--- src/rtl/fetch_unit.sv ---
// fetch_unit: single-slot instruction fetch stage.
// Holds the fetch PC, issues one memory request at a time, and buffers the
// returned instruction together with its PC and prediction for decode.
// Ports:
//   clk, rst_n (async, active-low), rdy (global enable)
//   pc_if                 - current fetch PC to the branch predictor
//   pre_jmp_status/target - predictor result for pc_if
//   mem_req/mem_addr      - fetch request and address to memory control
//   mem_ack/mem_inst      - one-cycle response pulse and its data
//   id_valid/id_inst/id_pc/id_pre_jmp/id_pre_target - output slot to decode
//   id_ready              - decode acceptance
//   ex_jmp_wrong/ex_jmp_target - redirect from execute
module fetch_unit #(
  parameter logic [31:0] RESET_PC = 32'h00000000
) (
  input  logic        clk,
  input  logic        rst_n,
  input  logic        rdy,
  output logic [31:0] pc_if,
  input  logic        pre_jmp_status,
  input  logic [31:0] pre_jmp_target,
  output logic        mem_req,
  output logic [31:0] mem_addr,
  input  logic        mem_ack,
  input  logic [31:0] mem_inst,
  output logic        id_valid,
  output logic [31:0] id_inst,
  output logic [31:0] id_pc,
  output logic        id_pre_jmp,
  output logic [31:0] id_pre_target,
  input  logic        id_ready,
  input  logic        ex_jmp_wrong,
  input  logic [31:0] ex_jmp_target
);

  typedef enum logic [1:0] {
    IDLE  = 2'd0,
    REQ   = 2'd1,
    DRAIN = 2'd2
  } state_t;

  state_t      r_state;
  state_t      w_state_nxt;
  logic [31:0] r_pc;
  logic [31:0] w_pc_nxt;
  logic [31:0] r_addr;
  logic        r_valid;
  logic        w_valid_nxt;
  logic        w_load;
  logic        w_xfer;
  logic [31:0] w_redir_pc;
  logic [31:0] r_inst;
  logic [31:0] r_id_pc;
  logic        r_pre_jmp;
  logic [31:0] r_pre_target;

  assign w_xfer     = r_valid & id_ready;
  assign w_redir_pc = {ex_jmp_target[31:2], 2'b00};

  always_comb begin
    w_state_nxt = r_state;
    w_pc_nxt    = r_pc;
    w_valid_nxt = r_valid;
    w_load      = 1'b0;
    case (r_state)
      IDLE: begin
        if (ex_jmp_wrong) begin
          w_pc_nxt    = w_redir_pc;
          w_valid_nxt = 1'b0;
        end else begin
          if (w_xfer) w_valid_nxt = 1'b0;
          if (!r_valid || id_ready) w_state_nxt = REQ;
        end
      end
      REQ: begin
        if (ex_jmp_wrong) begin
          w_pc_nxt    = w_redir_pc;
          w_valid_nxt = 1'b0;
          w_state_nxt = mem_ack ? IDLE : DRAIN;
        end else begin
          if (w_xfer) w_valid_nxt = 1'b0;
          if (mem_ack) begin
            w_load      = 1'b1;
            w_valid_nxt = 1'b1;
            w_pc_nxt    = pre_jmp_status ? pre_jmp_target : r_pc + 32'd4;
            w_state_nxt = IDLE;
          end
        end
      end
      DRAIN: begin
        if (ex_jmp_wrong) begin
          w_pc_nxt    = w_redir_pc;
          w_valid_nxt = 1'b0;
        end else if (w_xfer) begin
          w_valid_nxt = 1'b0;
        end
        // The outstanding ack closes the dead request even if another
        // redirect lands on the same edge; otherwise we would wait forever.
        if (mem_ack) w_state_nxt = IDLE;
      end
      default: w_state_nxt = IDLE;
    endcase
  end

  always_ff @(posedge clk or negedge rst_n) begin
    if (!rst_n) begin
      r_state      <= IDLE;
      r_pc         <= RESET_PC;
      r_addr       <= RESET_PC;
      r_valid      <= 1'b0;
      r_inst       <= '0;
      r_id_pc      <= '0;
      r_pre_jmp    <= 1'b0;
      r_pre_target <= '0;
    end else if (rdy) begin
      r_state <= w_state_nxt;
      r_pc    <= w_pc_nxt;
      r_valid <= w_valid_nxt;
      // Track the PC outside DRAIN so a redirect leaves the in-flight
      // address frozen here while pc moves on.
      if (r_state != DRAIN) r_addr <= r_pc;
      if (w_load) begin
        r_inst       <= mem_inst;
        r_id_pc      <= r_pc;
        r_pre_jmp    <= pre_jmp_status;
        r_pre_target <= pre_jmp_status ? pre_jmp_target : '0;
      end
    end
  end

  assign pc_if         = r_pc;
  assign mem_req       = (r_state != IDLE);
  assign mem_addr      = (r_state == DRAIN) ? r_addr : r_pc;
  assign id_valid      = r_valid;
  assign id_inst       = r_inst;
  assign id_pc         = r_id_pc;
  assign id_pre_jmp    = r_pre_jmp;
  assign id_pre_target = r_pre_target;

endmodule

--- config.mk ---
export PLATFORM = sky130hd
export DESIGN_NAME = fetch_unit
export DESIGN_NICKNAME = d
export VERILOG_FILES = /design/src/rtl/fetch_unit.sv
export SDC_FILE = /design/constraint.sdc
export NUM_CORES = 1
export LEC_CHECK = 0
export ABC_AREA = 1
export ABC_CLOCK_PERIOD_IN_PS = 1500
export BUFFER_PORTS_ARGS = -buffer_cell sky130_fd_sc_hd__buf_2
export CORE_MARGIN = 2
export CORE_UTILIZATION = 46
export CTS_BUF_LIST = sky130_fd_sc_hd__clkbuf_16
export DETAILED_ROUTE_END_ITERATION = 10
export PLACE_DENSITY = 0.74
export SYNTH_ARGS = -nofsm -noshare
export SYNTH_HDL_FRONTEND = slang
export SYNTH_SLANG_ARGS = --single-unit
export TNS_END_PERCENT = 10
--- constraint.sdc ---
create_clock -name clk -period 1.5 [get_ports clk]
set_input_delay 0.225 -clock clk [delete_from_list [all_inputs] [get_ports clk]]
set_output_delay 0.225 -clock clk [all_outputs]
set_load 0.03 [all_outputs]
Yosys cells after proc, flatten, opt, wreduce, memory -nomap -nowiden
Index checks and enable logic that the tools add are counted.
Widths: inputs -> output; s select.
{ "classes": {"add_sub_neg": 1, "n_eq_ne": 7, "mux": 21, "n_bitwise": 1, "reduce_logical": 11} }
{ "ops": {"columns": ["op", "count"], "rows": [
  ["$mux 32", 6],
  ["$pmux 32 s2", 1],
  ["$add 32x3->32 const B", 1],
  ["$mux 2", 5],
  ["$mux 1", 7],
  ["$ne 2x2->1 const B", 3],
  ["$pmux 2 s3", 1],
  ["$reduce_and 2->1", 3],
  ["$reduce_and 4->1", 1],
  ["$reduce_bool 2->1", 2],
  ["$ne 3x3->1 const B", 1],
  ["$reduce_and 3->1", 1],
  ["$eq 2x1->1 const B", 1],
  ["$eq 2x2->1 const B", 1],
  ["$logic_not 2->1", 1],
  ["$ne 2x1->1 const B", 1],
  ["$pmux 1 s2", 1],
  ["$reduce_or 2->1", 1],
  ["$and 1x1->1", 1],
  ["$logic_not 1->1", 1],
  ["$logic_or 1x1->1", 1]
]} }
{ "totals": {"register_bits": 164} }

Logic depth before layout (Yosys ltp)
{ "depth": {"depth_word": 5, "depth_mapped": 12, "mapped_depth_nobuf": 12} }

Worst setup path before layout
Ideal clock, no wire load.
{ "synth_path": {"kind": "register to output", "from": "register r_state[0]", "to": "output port mem_addr[10]", "arrival_ps": 1598, "path_slack_ps": -323, "path_stages_with_launch": 7, "n_path_buf": 2, "path_cell_list": "dfrtp_1 > inv_1 > nand2_1 > clkbuf_1 > buf_1 > nor2_1 > a21oi_1"} }
{ "synth_via": {"elab_chain_len": 2} }
{ "synth_rtl": {"columns": ["element", "line", "text"], "rows": [
  ["start: declaration", "42", "state_t r_state;"],
  ["start signal: assignment", "116", "r_state <= w_state_nxt;"],
  ["$eq 2x2->1", "133", "assign mem_addr = (r_state == DRAIN) ? r_addr : r_pc;"],
  ["$mux 32", "133", null],
  ["end: declaration", "23", "output logic [31:0] mem_addr,"]
]} }
Every way passes these cells.

Worst setup path after layout
{ "layout_path": {"from": "register r_state[0]", "to": "output port mem_addr[21]"} }
The elaborated chain is that of the path after synthesis.

==> qor.csv <==
metric,value,unit
Peak VDD IR,0.00127,V
DRT Pass-1 Iters,5,
CTS tree,yes,
root buffer cell,clkbuf_16,
status,"finished, violations left",
clock-pin slew on the worst setup and hold paths,0.06,ns
Fmax,531,MHz
grt ovf,0,
RSZ-0062 raised after global routing,true,
total CTS buffers,17,
clk sinks,164,
die span in x,134,um
reg2reg start,r_state[0]$_DFFE_PN0P_,
Post-synth EDFFs,0,
Crit path required time,1.27,ns
H-tree depth,4,
clock latency on the worst-skew pair,0.43,ns
share of layout cells above drive strength 1,36.9,%
Core Area,16600,sq um
WHS Path Cells,3,
"Top FF cell, synth",dfrtp_1,
PortBufs,263,
Worst-Margin Slew,0.395,ns
CP Launch Type,flip-flop,
Layout area overhead,54.2,%
Yosys warning total,0,
initial antenna violation count,2,
post-route clock skew,0.00887,ns
most frequent cells in the layout,"395 x nand2_1, 229 x buf_2, 159 x dfrtp_1",
total power draw,28.6,mW
CP Capture Type,output port,
Final Hold Vio Count,0,
wire per inst,16.8,um
ys async rst share,100,%
Syn Nets,1144,
relative max-transition margin,73.6,%
# IOs,266,
Die Y,134,um
"slowest stage delay, CP",0.39,ns
first-pass GRT wire length,41.9,mm
"CP delay by family, top",buffers and inverters,
Via Count,8386,
"Seq/Total Area, Yosys",52.6,%
fin. max-slew vios,0,
WP buf/inv,4,
Synth Cell Area,7800,sq um
critical path arrival,1.66,ns
r2r endpoint,id_pc[16]$_DFFE_PN0P_,
vias in the first global route,7970,
failing checks,negative setup slack,
Via-to-Cell Ratio,5.14,
Worst Hold Path EP,id_inst[11]$_DFFE_PN0P_,
Final period util,126,%
max-cap viol count,0,
Leak,6.12,nW
row count,47,
final setup fails,164,
GRT Overall Usage,30.0,%
Synth Instances,1040,
drt total wl,27.4,mm
worst-path cell chain,"inv_2, nand2_8, buf_12, buf_16, a21oi_4, buf_6",
First DRT Iteration DRCs,522,
Worst Reg2Reg Path Length in Cells,11,
WS Path Type,reg -> out,
final setup margin,-0.384,ns
crit path max fanout,6,
minimum clock period,1.88,ns
Hold Crit Class,in -> reg,
Cell variety after synth,31,
Initial Util,47.1,%
reg2reg setup slack,-0.29,ns
HP Start,mem_inst[11],
CTS max path bufs,2,
DRT antenna net count,0,
Post-route DRC,0,
DPL Wire Length,18.9,mm
Setup WS pre-CTS,-0.136,ns
slowest cell on the critical path,dfrtp_1,
"commonest non-fill, non-tap cell in the layout",nand2_1,
Final GP Congestion,0.958,
die area,18000,sq um
fin nets,1506,
pwr dens,2370,nW/um^2
syn avg cell area,7.50,sq um
largest net degree at the start of global routing,65,
"FF+latch count, synth",164,
## how the worst max path moves through the flow
stage,endpoint,depth (start not counted),start,slack [ns]
after global routing,mem_addr[22],7,r_state[0]$_DFFE_PN0P_,-0.43
final,mem_addr[21],6,r_state[0]$_DFFE_PN0P_,-0.38
after global placement,pc_if[18]$_DFFE_PN0P_,10,pc_if[2]$_DFFE_PN0P_,-0.08
after floorplan,mem_addr[0],5,r_state[0]$_DFFE_PN0P_,-0.15
after detailed placement,pc_if[14]$_DFFE_PN0P_,10,pc_if[2]$_DFFE_PN0P_,-0.14
after CTS,mem_addr[21],7,r_state[0]$_DFFE_PN0P_,-0.38
## final cells by class
cell class / count / area [sq um]
timing repair buffer: 396 / 2940
sequential: 164 / 4110
tap: 220 / 275
clock inverter: 11 / 124
multi-input combinational: 770 / 3960
fill: 1279 / 4550
antenna: 1 / 2.50
inverter: 53 / 201
clock buffer: 17 / 425
## per-stage QoR
| stage | area [sq um] | std cells | TNS (ns) | hold slack, ns | utilization, % |
|---|---|---|---|---|---|
| after floorplan | 7960 | 1040 | -3.37 | -0.0706 | - |
| after global placement | 10200 | 1563 | -1.28 | 0.160 | 61.6 |
| final | 12000 | 1632 | -33.68 | 0.00758 | 72.6 |
| after global routing | 12000 | 1632 | -49.22 | 0.00266 | 72.6 |
| after detailed placement | 10200 | 1563 | -8.22 | 0.167 | 61.6 |
| after CTS | 11700 | 1626 | -27.29 | 0.0000406 | 70.7 |
## synth_stat cells (2+ instances only)
cell type    n  area, sq um
xor2_1       4         35.0
nand2_1    404         1520
a21oi_1     62          310
a211oi_1     3         22.5
o21ai_0     58          290
nand3_1     45          225
dfrtp_1    164         4100
nor3_1       3         15.0
inv_1       51          191
or2_2        2         12.5
nor2_2       2         12.5
nor2_1     121          454
a31oi_1      4         25.0
a22oi_1      3         22.5
buf_2       18         90.1
clkbuf_1    28          105
buf_1        6         22.5
inv_2        2         7.51
o21ai_1     48          240
## power breakdown
group	internal, mW	switching, mW	leakage (nW)
clock	2.54	1.71	0.274
combinational	5.99	10.4	3.78
sequential	6.40	1.47	2.06
## logic make-up after synthesis
family / after synthesis / share of synthesized area, %
compound gates: 186 / 12.5
fa+ha+maj: 1 / 0.160
buf+inv: 106 / 5.44
xor+xnor: 4 / 0.449
simple gates: 579 / 28.9
flops: 164 / 52.6
## tightest hold or removal path: stages
cell     delay (ns)
buf_2          0.07
nand2_1        0.04
nand2_1        0.06
## state kept, by name, summed over array words and instances (netlist names)
name	flops
id_pc	32
r_addr	32
id_pre_jmp	1
id_valid	1
r_state	2
pc_if	32
id_pre_target	32
id_inst	32
## routing by layer
metal	track usage (%)	vias to the layer above	part of all wire, %
met3	6.58	65	6.4
met1	39.1	3963	41
met4	11.1	2	3.0
li1	-	4045	-
met5	0	-	0.047
met2	49.4	311	49
## repair_timing
item                                    4_1_cts  5_1_grt
pin swaps                                    12        8
endpoints found under the hold margin        54        0
endpoints found under the setup margin      154      196
gates resized for setup                     160       65
gates cloned                                  4        1
buffers inserted                              7        5
hold buffers                                 24        0
Power figures use the tool's default switching activity.
